===== src/rtl/vlsu_param.sv =====
// Vector load/store unit: maps element addresses onto a LANES-wide RAM word.
// It handles scalar, unit-stride and strided accesses. Define VLSU_STRIDE_EN to enable strided access.
module vlsu_lane #(
  parameter int LANE_W = 16
) (
  input  logic                clk,
  input  logic                reset,
  input  logic                beEn,
  input  logic                capEn,
  input  logic [LANE_W-1:0]   capData,
  output logic [LANE_W/8-1:0] byteEn,
  output logic [LANE_W-1:0]   rdata
);
  assign byteEn = {(LANE_W/8){beEn}};

  always_ff @(posedge clk) begin
    if (reset)      rdata <= '0;
    else if (capEn) rdata <= capData;
  end
endmodule

module vlsu_param #(
  parameter int LANES   = 16,
  parameter int LANE_W  = 16,
  parameter int ADDR_W  = 14,
  parameter int RAM_LAT = 1
) (
  input  logic                      clk,
  input  logic                      reset,
  input  logic                      mem_read,
  input  logic                      mem_write,
  input  logic                      vec_mode,
  input  logic [31:0]               addr,
  input  logic [ADDR_W-1:0]         stride,
  input  logic [LANE_W-1:0]         scalar_wdata,
  input  logic [LANES*LANE_W-1:0]   vec_wdata,
  output logic                      busy,
  output logic [31:0]               scalar_rdata,
  output logic [LANES*LANE_W-1:0]   vec_rdata,
  input  logic [LANES*LANE_W-1:0]   ram_rdata,
  output logic                      ram_rden,
  output logic                      ram_wren,
  output logic [ADDR_W-1:0]         ram_addr,
  output logic [LANES*LANE_W/8-1:0] ram_byteena,
  output logic [LANES*LANE_W-1:0]   ram_wdata
);
  localparam int LG = $clog2(LANES);
  localparam int EW = ADDR_W + LG;
  localparam int BW = LANES * LANE_W;

  typedef enum logic [1:0] {IDLE, ISSUE, WAIT, DONE} state_t;
  state_t state, nextState;

  logic isWr, isVec, isStr;
  logic [EW-1:0] curAddr, strideR;
  logic [BW-1:0] wbuf;
  logic [LG-1:0] beatCnt;
  logic [RAM_LAT:1] vldReg;
  logic [RAM_LAT:0] vldPipe;
  logic [31:0] scalarR;
  logic [LANE_W-1:0] selLane;
  logic [LANES-1:0] beEn, capEn;
  logic [LANES-1:0][LANE_W-1:0] capData;
  logic req, strReq, accept, capture, beatDone, lastBeat;
  logic [LG-1:0] curLane;

  assign req      = mem_read | mem_write;
  assign accept   = (state == IDLE) && req;
  assign curLane  = curAddr[LG-1:0];
  assign vldPipe  = {vldReg, ram_rden};
  assign capture  = (state == WAIT) && vldPipe[RAM_LAT];
  assign beatDone = ((state == ISSUE) && isWr) || capture;
  assign lastBeat = !isStr || (beatCnt == LG'(LANES-1));
  assign selLane  = ram_rdata[curLane*LANE_W +: LANE_W];

`ifdef VLSU_STRIDE_EN
  assign strReq = vec_mode && (stride != ADDR_W'(1));
`else
  assign strReq = 1'b0;
`endif

  always_comb begin
    nextState = state;
    busy      = 1'b0;
    ram_rden  = 1'b0;
    ram_wren  = 1'b0;
    case (state)
      IDLE: begin
        busy = req;
        if (req) nextState = ISSUE;
      end
      ISSUE: begin
        busy     = 1'b1;
        ram_wren = isWr;
        ram_rden = !isWr;
        if (isWr) nextState = lastBeat ? DONE : ISSUE;
        else      nextState = WAIT;
      end
      WAIT: begin
        busy = 1'b1;
        if (capture) nextState = lastBeat ? DONE : ISSUE;
      end
      DONE:    nextState = IDLE;
      default: nextState = IDLE;
    endcase
  end

  assign ram_addr     = curAddr[EW-1:LG];
  assign scalar_rdata = scalarR;
  // Strided beats carry one element, replicated so the byte enables pick the lane.
  assign ram_wdata = ((state == ISSUE) && isWr)
                   ? (isStr ? {LANES{wbuf[beatCnt*LANE_W +: LANE_W]}} : wbuf) : '0;

  always_comb begin
    for (int i = 0; i < LANES; i++) begin
      beEn[i]    = (state == ISSUE) && ((isVec && !isStr) || (curLane == LG'(i)));
      capEn[i]   = capture && isVec && (!isStr || (beatCnt == LG'(i)));
      capData[i] = isStr ? selLane : ram_rdata[i*LANE_W +: LANE_W];
    end
  end

  for (genvar i = 0; i < LANES; i++) begin : gLane
    vlsu_lane #(.LANE_W(LANE_W)) uLane (
      .clk     (clk),
      .reset   (reset),
      .beEn    (beEn[i]),
      .capEn   (capEn[i]),
      .capData (capData[i]),
      .byteEn  (ram_byteena[i*LANE_W/8 +: LANE_W/8]),
      .rdata   (vec_rdata[i*LANE_W +: LANE_W])
    );
  end

  // Clearing vldReg on reset drops any read still in flight in the RAM.
  always_ff @(posedge clk) begin
    if (reset) begin
      state   <= IDLE;
      isWr    <= 1'b0;
      isVec   <= 1'b0;
      isStr   <= 1'b0;
      curAddr <= '0;
      strideR <= '0;
      wbuf    <= '0;
      beatCnt <= '0;
      vldReg  <= '0;
      scalarR <= '0;
    end else begin
      state  <= nextState;
      vldReg <= vldPipe[RAM_LAT-1:0];
      if (accept) begin
        isWr    <= mem_write;
        isVec   <= vec_mode;
        isStr   <= strReq;
        curAddr <= addr[EW-1:0];
        strideR <= EW'(stride);
        wbuf    <= vec_mode ? vec_wdata : {LANES{scalar_wdata}};
        beatCnt <= '0;
      end else if (beatDone) begin
        beatCnt <= beatCnt + 1'b1;
        curAddr <= curAddr + strideR;
      end
      if (capture && !isVec) scalarR <= 32'(selLane);
    end
  end
endmodule


===== config.mk =====
export PLATFORM = sky130hd
export DESIGN_NAME = vlsu_param
export DESIGN_NICKNAME = d
export VERILOG_FILES = /design/src/rtl/vlsu_param.sv
export SDC_FILE = /design/constraint.sdc
export NUM_CORES = 1
export LEC_CHECK = 0
export BUFFER_PORTS_ARGS = -buffer_cell sky130_fd_sc_hd__buf_2
export CORE_AREA = 2 2 452 454
export CTS_CLUSTER_SIZE = 28
export DETAILED_ROUTE_END_ITERATION = 10
export DIE_AREA = 0 0 454 456
export PLACE_DENSITY_LB_ADDON = 0.12
export SYNTH_ARGS = -nofsm -noshare
export SYNTH_HDL_FRONTEND = slang
export SYNTH_SLANG_ARGS = --single-unit

===== constraint.sdc =====
create_clock -name clk -period 6.15 [get_ports clk]
set_input_delay 0.615 -clock clk [delete_from_list [all_inputs] [get_ports clk]]
set_output_delay 0.615 -clock clk [all_outputs]
set_load 0.02 [all_outputs]

==> reports/results.ini <==
[place]
hpwlAfterDp_um = 149000
gp_congestion = 0.884
post-place-ws_ns = 2.82
port_buffers = 1141
dpl_cell_area_um2 = 33800

[setup_path]
reg2reg_from = isVec$_SDFFE_PP0P_
reg2reg_slack_ns = 2.93
max_stage_delay_ns = 0.62
critical_path_class = flip-flop to primary output
critPathRequiredTime_ns = 5.53
crit_path_max_fanout = 198
cp.buffers_inverters = 3
start_kind = flip-flop
arrival_ns = 3.42
cp_top_family = buffers and inverters
slowest_stage = ha_4
reg2reg_depth = 4
path_cells = inv_1 -> ha_4 -> buf_12 -> and3_1 -> buf_2
end_kind = primary output
regToRegEndpoint = gLane[9].uLane.rdata[1]$_SDFFE_PP0P_

[logic_synthesis]
ys.flop_type = dfxtp_1
yosys_warnings = 0
synthCells = 3177
ys_ff_latch = 565
synth_edf_count = 0
synthAdderAreaFrac_pct = 0.997
synth-xor-area-share_pct = 0.508
synth_cell_types = 46
synth.mux.area_fraction_pct = 7.01
synth_area_um2 = 25900
yosysSeqAreaShare_pct = 43.8
syn_avg_cell_area_um2 = 8.14
synth-simple-area-share_pct = 25.1
synth-compound-area-share_pct = 15.3
synthArstFlopShare_pct = 0
synth_top_family_by_area = simple AND/OR/NAND/NOR gates

[floorplan]
start_util_pct = 12.8
die_x_um = 454
die_h_um = 456
ios = 1172
dieArea_um2 = 207000
core-area_um2 = 202000
row_count = 165

[timing]
rsz0062_at_grt = false
min_period_ns = 4.04
max_slew_margin_pct = 14.9
setup_viol = 0
fmaxAchievable_mhz = 248
skew_ns = 0.0266
drv_slew = 0
worst_pin_slew_ns = 1.28
min_period_over_period_pct = 65.6
setup_slack_ns = 2.11
hold_viol = 0
setup_tns_ns = 0

[power_and_ir_drop]
pwr-share-comb_pct = 32.4
switching_share_pct = 39.1
leakagePower_uw = 0.0160
power_density_nw_per_um2 = 397
internal-power_uw = 8860
power_frac_seq_pct = 33.5
vdd_ir_drop_max_v = 0.000305
pwr-share-clk_pct = 34.1
p_switching_uw = 5680

[clock_tree]
cts.sinks = 565
cts_tree = yes
cts_buffers = 85
clk_pin_slew_ns = 0.06
cts_buffer_depth = 3
post_cts_resized = 0
cts_root_buf = clkbuf_16
post_cts_buffers = 0
htree_levels = 3
clock_latency_ns = 0.70
ctsHoldBuffers = 0

[route]
drcViolationCount = 0
dr.pass1.iters = 5
drtIter0Drc = 2078
vias = 28436
wl_per_cell_um = 29.2
final_antenna_net_count = 0
wl_um = 199000
via_per_inst = 4.16

[run]
cap_violations = 0

[min_path]
hp-class = input port to flip-flop
hp-start = addr[2]
whs_endpoint = curAddr[2]$_SDFFE_PP0P_
hold-path-cell-count = 3

[grt]
grt_pass1_vias = 26960
antenna_found_initial = 129
overflow = 0
track_usage_pct = 18.4
grt_max_degree = 199
grt_pass1_wl_um = 260000

[final_layout]
layout_commonest_cell = buf_2
nFillCells = 23115
layout-area-overhead-vs-synth_pct = 41.6
layout_common_cells = 1139 x buf_2, 597 x nand2_1, 560 x dfxtp_1
drive_gt1_share_pct = 34.3
nets = 4665
stdcell_area_um2 = 36600
area.sequential_um2 = 11300
multi_input_area_um2 = 12900

[status]
outcome = finished, final reports clean

-- sequential cells by signal (all words and copies together) (netlist names) --
signal             count
scalar_rdata          16
strideR               14
isVec                  1
wbuf                 256
isWr                   1
state                  2
curAddr               18
vldReg                 1
gLane.uLane.rdata    256
-- cell type report --
cell class                 count  area share [%]
multi-input combinational   2208            35.1
sequential                   565            30.9
timing repair buffer        1185            16.9
tap                         2672            9.13
clock buffer                 133            6.88
clock inverter                17           0.485
antenna                       38           0.260
inverter                      21           0.215
-- synthesized netlist by cell type (all sizes together), types with 4 or more instances --
cell type,instances,area (um^2)
nand2,597,2240
dfxtp,565,11300
a21oi,293,1470
clkbuf,292,1100
nor2,287,1080
a211oi,266,2000
nor3,265,1330
and3,258,1610
buf,106,702
mux4,80,1800
o21ai,23,115
inv,21,78.8
nor2b,20,125
ha,19,238
o21a,16,120
xnor2,13,114
a311oi,10,87.6
nand2b,5,31.3
o211ai,5,42.5
a21o,4,30.0
nand3,4,20.0
-- worst register-to-register path: cells and delay by family (launching register included) --
kind / cells / cell delay, ns
AND/OR/NAND/NOR: 2 / 1.46
buffers and inverters: 1 / 0.47
AO/OA/AOI/OAI: 1 / 0.10
flip-flops: 1 / 1.02
-- cells by family (layout without fill, tap and decap cells) --
family	Yosys count	in the layout
AO/OA/AOI/OAI	631	631
other	1	54
flip-flops	565	565
AND/OR/NAND/NOR	1445	1445
buffers and inverters	419	1356
XOR/XNOR	15	15
multiplexers	81	81
adder cells (fa/ha/maj)	20	20
-- layer usage --
metal / up-vias / track usage (%) / wire, um
met5: - / 0 / 336
met4: 56 / 4.83 / 4930
met3: 294 / 4.94 / 13400
met2: 1007 / 31.0 / 97200
met1: 14237 / 23.1 / 83600
li1: 12842 / - / -
-- worst max path at each step --
stage / startpoint / to / slack [ns] / depth (start not counted)
CTS: state[1]$_SDFFE_PP0P_ / ram_wdata[37] / 2.23 / 5
global placement: isVec$_SDFFE_PP0P_ / gLane[3].uLane.rdata[5]$_SDFFE_PP0P_ / 2.82 / 4
finish: state[1]$_SDFFE_PP0P_ / ram_wdata[80] / 2.11 / 5
floorplan: state[0]$_SDFFE_PP0P_ / busy / 3.62 / 8
global route: state[1]$_SDFFE_PP0P_ / ram_wdata[110] / 2.08 / 5
detailed placement: isVec$_SDFFE_PP0P_ / gLane[1].uLane.rdata[7]$_SDFFE_PP0P_ / 2.82 / 4
-- metrics by stage --
stage	power [uW]	hold slack, ns	util, %	std cells
floorplan	7840	0.440	-	3192
global placement	9720	0.434	16.8	6651
detailed placement	9720	0.436	16.8	6651
CTS	14800	0.0585	18.1	6801
global route	15400	0.0921	18.1	6815
finish	14500	0.144	18.1	6839
-- power groups by stage --
| stage | Sequential [uW] | Combinational [uW] | Clock, uW |
|---|---|---|---|
| finish | 4870 | 4720 | 4960 |
| global route | 4970 | 5120 | 5270 |
| CTS | 4870 | 4790 | 5170 |
| detailed placement | 4950 | 4770 | 0 |
| global placement | 4940 | 4780 | 0 |
| floorplan | 4700 | 3140 | 0 |
Power figures use the tool's default switching activity.
